===== src/rtl/ow_presence_responder.sv =====
// ow_presence_responder
//
// 1-Wire slave front end. It watches the open-drain bus for a master reset
// pulse and accepts it only if the low time is long enough. It then waits a
// programmable gap, drives a presence pulse and reports completion to the
// ROM/function layer. All timing is given in microseconds and scaled by
// CLK_PER_US.
//
// Optional build feature: define OW_OVERDRIVE_EN to add the od_mode input and
// the overdrive timing set (OD_RST_MIN_US, OD_WAIT_US, OD_PRESENCE_US).
//
// Ports:
//   clk            system clock
//   rst            synchronous active-high reset
//   en             responder enable; low aborts to IDLE
//   bus_in         sampled 1-Wire line level (pulled-up wire)
//   od_mode        overdrive select (OW_OVERDRIVE_EN builds only)
//   bus_pull_low   1 = drive the line low (open-drain enable)
//   reset_seen     one-cycle pulse when a valid reset pulse ends
//   presence_done  one-cycle pulse when the presence sequence completes
//   busy           high in any state other than IDLE
//
// state    | meaning
// ---------+-----------------------------------------------------------
// IDLE     | bus released, waiting for the line to go low
// MEASURE  | line low, counting its width to qualify a master reset
// WAIT     | reset accepted, waiting the gap before presence
// PRESENCE | driving the presence pulse
// RELEASE  | presence released, waiting for the line to float high

module ow_presence_responder #(
    parameter int CLK_PER_US     = 1,
    parameter int RST_MIN_US     = 480,
    parameter int WAIT_US        = 15,
    parameter int PRESENCE_US    = 60,
`ifdef OW_OVERDRIVE_EN
    parameter int OD_RST_MIN_US  = 48,
    parameter int OD_WAIT_US     = 2,
    parameter int OD_PRESENCE_US = 8,
`endif
    parameter int CNT_W          = 16
) (
    input  logic clk,
    input  logic rst,
    input  logic en,
    input  logic bus_in,
`ifdef OW_OVERDRIVE_EN
    input  logic od_mode,
`endif
    output logic bus_pull_low,
    output logic reset_seen,
    output logic presence_done,
    output logic busy
);

    localparam logic [CNT_W-1:0] RST_T     = CNT_W'(RST_MIN_US * CLK_PER_US);
    localparam logic [CNT_W-1:0] WAIT_LAST = CNT_W'(WAIT_US * CLK_PER_US - 1);
    localparam logic [CNT_W-1:0] PRES_LAST = CNT_W'(PRESENCE_US * CLK_PER_US - 1);

    typedef enum logic [2:0] {
        ST_IDLE     = 3'd0,
        ST_MEASURE  = 3'd1,
        ST_WAIT     = 3'd2,
        ST_PRESENCE = 3'd3,
        ST_RELEASE  = 3'd4
    } state_t;

    state_t           state;
    logic [1:0]       bus_sync;
    logic             bus_s;
    logic [CNT_W-1:0] cnt;
    logic [CNT_W-1:0] cnt_inc;
    logic [CNT_W-1:0] rst_lim;
    logic [CNT_W-1:0] wait_lim;
    logic [CNT_W-1:0] pres_lim;

    assign bus_s   = bus_sync[1];
    assign busy    = (state != ST_IDLE);
    // Saturating increment: a master holding the line forever must not wrap
    // the count back below the reset threshold.
    assign cnt_inc = (cnt == '1) ? cnt : cnt + 1'b1;

`ifdef OW_OVERDRIVE_EN
    localparam logic [CNT_W-1:0] OD_RST_T     = CNT_W'(OD_RST_MIN_US * CLK_PER_US);
    localparam logic [CNT_W-1:0] OD_WAIT_LAST = CNT_W'(OD_WAIT_US * CLK_PER_US - 1);
    localparam logic [CNT_W-1:0] OD_PRES_LAST = CNT_W'(OD_PRESENCE_US * CLK_PER_US - 1);

    // Latched when leaving IDLE so a mid-sequence od_mode change is ignored.
    logic od_sel;

    assign rst_lim  = od_sel ? OD_RST_T     : RST_T;
    assign wait_lim = od_sel ? OD_WAIT_LAST : WAIT_LAST;
    assign pres_lim = od_sel ? OD_PRES_LAST : PRES_LAST;
`else
    assign rst_lim  = RST_T;
    assign wait_lim = WAIT_LAST;
    assign pres_lim = PRES_LAST;
`endif

    always_ff @(posedge clk) begin
        if (rst) begin
            state         <= ST_IDLE;
            bus_sync      <= 2'b11;
            cnt           <= '0;
            bus_pull_low  <= 1'b0;
            reset_seen    <= 1'b0;
            presence_done <= 1'b0;
`ifdef OW_OVERDRIVE_EN
            od_sel        <= 1'b0;
`endif
        end else begin
            bus_sync      <= {bus_sync[0], bus_in};
            reset_seen    <= 1'b0;
            presence_done <= 1'b0;
            if (!en) begin
                state        <= ST_IDLE;
                cnt          <= '0;
                bus_pull_low <= 1'b0;
            end else begin
                case (state)
                    ST_IDLE: begin
                        bus_pull_low <= 1'b0;
                        if (!bus_s) begin
                            cnt   <= '0;
                            state <= ST_MEASURE;
`ifdef OW_OVERDRIVE_EN
                            od_sel <= od_mode;
`endif
                        end
                    end
                    ST_MEASURE: begin
                        if (!bus_s) begin
                            cnt <= cnt_inc;
                        end else if (cnt >= rst_lim) begin
                            reset_seen <= 1'b1;
                            cnt        <= '0;
                            state      <= ST_WAIT;
                        end else begin
                            state <= ST_IDLE;
                        end
                    end
                    ST_WAIT: begin
                        if (!bus_s) begin
                            // Master pulled low again: treat it as a fresh reset.
                            cnt   <= '0;
                            state <= ST_MEASURE;
                        end else if (cnt == wait_lim) begin
                            cnt          <= '0;
                            bus_pull_low <= 1'b1;
                            state        <= ST_PRESENCE;
                        end else begin
                            cnt <= cnt_inc;
                        end
                    end
                    ST_PRESENCE: begin
                        // Our own pull shows up on bus_s here, so it is not looked at.
                        if (cnt == pres_lim) begin
                            cnt          <= '0;
                            bus_pull_low <= 1'b0;
                            state        <= ST_RELEASE;
                        end else begin
                            cnt <= cnt_inc;
                        end
                    end
                    ST_RELEASE: begin
                        if (bus_s) begin
                            presence_done <= 1'b1;
                            cnt           <= '0;
                            state         <= ST_IDLE;
                        end else begin
                            cnt <= cnt_inc;
                            // Line held low long enough to be a new master reset;
                            // the low time already counted carries into MEASURE.
                            if (cnt_inc >= rst_lim) begin
                                state <= ST_MEASURE;
                            end
                        end
                    end
                    default: begin
                        state        <= ST_IDLE;
                        cnt          <= '0;
                        bus_pull_low <= 1'b0;
                    end
                endcase
            end
        end
    end

endmodule


===== config.mk =====
export PLATFORM = sky130hd
export DESIGN_NAME = ow_presence_responder
export DESIGN_NICKNAME = d
export VERILOG_FILES = /design/src/rtl/ow_presence_responder.sv
export SDC_FILE = /design/constraint.sdc
export NUM_CORES = 1
export LEC_CHECK = 0
export CAP_MARGIN = 25
export CORE_AREA = 2 2 84 86
export DETAILED_ROUTE_END_ITERATION = 8
export DIE_AREA = 0 0 86 88
export RECOVER_POWER = 25
export SYNTH_ARGS = -nofsm -noshare
export SYNTH_HDL_FRONTEND = slang
export SYNTH_SLANG_ARGS = --single-unit

===== constraint.sdc =====
create_clock -name clk -period 5.4 [get_ports clk]
set_input_delay 0.54 -clock clk [delete_from_list [all_inputs] [get_ports clk]]
set_output_delay 0.54 -clock clk [all_outputs]
set_load 0.005 [all_outputs]

==> results.json <==
{
  "ys_seq_area_share_pct": 29.47,
  "num_vias": 1547,
  "synthesis.nets": 220,
  "track_usage_pct": 11.54,
  "drt_first_iter_violations": 173,
  "netlist_instances": 213,
  "fin_nets": 216,
  "place_ws_ns": 2.661,
  "criticalPathCategory": "reg -> reg",
  "dp_cells": 284,
  "cts_hold_buffers": 0,
  "path_max_fanout": 8,
  "place_area_um2": 1728,
  "synth_seq_cells": 24,
  "drt_first_pass_iters": 4,
  "synth.cell_area_um2": 1630,
  "wl_per_cell_um": 14.21,
  "cts-root-buf": "clkbuf_8",
  "synth_ff_type": "dfxtp_1",
  "final_cells": 287,
  "die_height_um": 88,
  "cts_setup_buffers": 0,
  "setup_viol": 0,
  "finalCritPeriodShare_pct": 51.71,
  "clk_pin_slew_worst_paths_ns": 0.09,
  "die_area_um2": 7568,
  "hpwl_um": 2929,
  "p_leak_nw": 0.5423,
  "cts_inserted_buffers": 3,
  "vias_per_cell": 5.390,
  "worst_slew_pin_slew_ns": 0.9262,
  "fp.dieW_um": 86,
  "ant_nets": 0,
  "rsz0062_at_grt": "false",
  "clk_latency_ns": 0.27,
  "multiInputGateArea_um2": 1066,
  "io_pins": 8,
  "yosysTopAreaCellShare_pct": 29.47,
  "fill_cells": 719,
  "grt_pass1_vias": 1453,
  "initial_core_util_pct": 24.54,
  "ys.warnings.count": 0,
  "clock-sinks": 24,
  "finalInstanceArea_um2": 1769,
  "fmax_mhz": 358.2,
  "hold_path.class": "reg -> reg",
  "crit_path_end_kind": "flop",
  "port_buffers": 7,
  "synth_top_area_cell": "dfxtp_1",
  "final-hold-violation-count": 0,
  "seq_area_um2": 480.5,
  "antennaDiodeCount": 0,
  "cts_resized": 0,
  "peakVddDrop_mv": 0.07895,
  "finClkSkew_ns": 0.007630,
  "synth-edff-count": 0,
  "maxSlewViolCount": 0,
  "antenna_found_initial": 0,
  "grt_max_degree": 24,
  "status": "finished, final reports clean",
  "drc": 0,
  "synth-async-reset-ratio_pct": 0,
  "rrSetupSlack_ns": 2.61,
  "max_cap_viol_count": 0,
  "cp.arrival_ns": 2.95,
  "tns_ns": 0,
  "htreeDepth": 1,
  "p_per_area_nw_per_um2": 168.3,
  "yosysUniqueCellTypes": 55,
  "syn2layout_area_growth_pct": 8.519,
  "max-slew-margin-rel_pct": 37.98,
  "synth_area_per_cell_um2": 7.654,
  "layout-drive-gt1-share_pct": 8.696,
  "clock_path_buffers": 2,
  "cts_tree": "built",
  "grt_overflow": 0,
  "start_kind": "flop",
  "worstPathRequired_ns": 5.56,
  "final.min_clock_period_ns": 2.792,
  "drt-total-wl_um": 4079,
  "fp-row-count": 30,
  "place.gp.congestion": 0.8991,
  "grt_pass1_wl_um": 7100,
  "ys_top_cells_by_area": "dfxtp_1 (29%), a21oi_1 (5.8%), nor2_1 (4.8%)",
  "setup_slack_ns": 2.608,
  "coreArea_um2": 6644
}
## worst max-delay path, cell delays in order (launching register included)
cell and delay, ns:
dfxtp_1 0.45, ha_1 0.36, nand4_1 0.34, nor4_2 0.52, xor2_1 0.14, nor4_1 0.30, nand4_2 0.17, nand2b_2 0.12
mux2_4 0.29
## metal layers
metal  track usage, %  vias up  part of all wire (%)
met2            17.55       34                    47
met1            16.56      730                    49
met4            3.752        0                  0.49
met3            1.885        2                   4.1
li1                 -      781                     -
met5                0        -                     0
## per-stage QoR
stage               total power, mW  hold slack (ns)  utilization (%)
CTS                          0.3021           0.4206            26.63
finish                       0.2978           0.4164            26.63
global placement             0.1932           0.3961            26.01
floorplan                    0.1890           0.3895                -
global route                 0.3107           0.4639            26.63
detailed placement           0.1932           0.3984            26.01
## power breakdown
part           leakage [nW]  switching, mW  total (mW)  internal [mW]
Combinational         0.327        0.00644      0.0106        0.00418
Clock                0.0216         0.0591       0.109         0.0500
Sequential            0.194       0.000557       0.178          0.178
## state kept, by name (all words and copies together) (netlist names)
name           flops
presence_done      1
reset_seen         1
bus_pull_low       1
state              3
bus_sync           2
cnt               16
## synthesized netlist by cell type, types with 4 or more instances
cell      instances
a21oi_1          19
buf_2             6
clkbuf_1          8
dfxtp_1          24
nand2_1          15
nand2b_1          4
nand3_1          10
nand4_1           6
nor2_1           21
nor3_1           12
nor4_1            4
o21ai_0          14
## worst paths after layout
kind                           from                     end  depth (start not counted)
max             cnt[1]$_SDFFE_PP0P_   state[0]$_SDFFE_PP0P_                          8
min          bus_sync[0]$_SDFF_PP1_  bus_sync[1]$_SDFF_PP1_                          1
max reg2reg     cnt[1]$_SDFFE_PP0P_   state[0]$_SDFFE_PP0P_                          8
min reg2reg  bus_sync[0]$_SDFF_PP1_  bus_sync[1]$_SDFF_PP1_                          1
## placed cells by master, fill, tap and decap left out, types with 2 or more instances in the layout
| cell type | count |
|---|---|
| inv_1 | 3 |
| dfxtp_1 | 24 |
| clkbuf_8 | 3 |
| nor4_2 | 2 |
| o211ai_1 | 3 |
| clkdlybuf4s50_1 | 3 |
| nor4bb_1 | 2 |
| nand2_1 | 15 |
| a21oi_1 | 19 |
| ha_1 | 3 |
| nand4_1 | 6 |
| or2_2 | 2 |
| nor4_1 | 4 |
| nand4_2 | 2 |
| nand2b_1 | 4 |
| nand3_1 | 10 |
| nor2b_1 | 3 |
| a31oi_1 | 3 |
| dlygate4sd3_1 | 4 |
| xnor2_1 | 3 |
| mux2_4 | 2 |
| a211oi_1 | 2 |
| nor3_1 | 12 |
| nor2_1 | 21 |
| o21ai_0 | 14 |
| or3_1 | 2 |
| and4_1 | 2 |
| xor2_1 | 3 |
| or4_1 | 3 |
| a22oi_1 | 3 |
| a311oi_1 | 2 |
## final cells by class
type / count / share of cell area (%)
repair buffers: 7 / 3.960
multi-input cells: 170 / 60.25
clock buffers: 3 / 2.334
inverters: 3 / 0.6365
flip-flops and latches: 24 / 27.16
well taps: 80 / 5.658
## cells by family after synthesis
family / Yosys count / synth area share (%)
XOR/XNOR: 6 / 3.224
multiplexers: 3 / 2.533
AO/OA/AOI/OAI: 56 / 21.18
AND/OR/NAND/NOR: 102 / 36.15
adder cells (fa/ha/maj): 3 / 2.303
flip-flops: 24 / 29.47
buffers and inverters: 19 / 5.142
(Power assumes the default switching activity.)
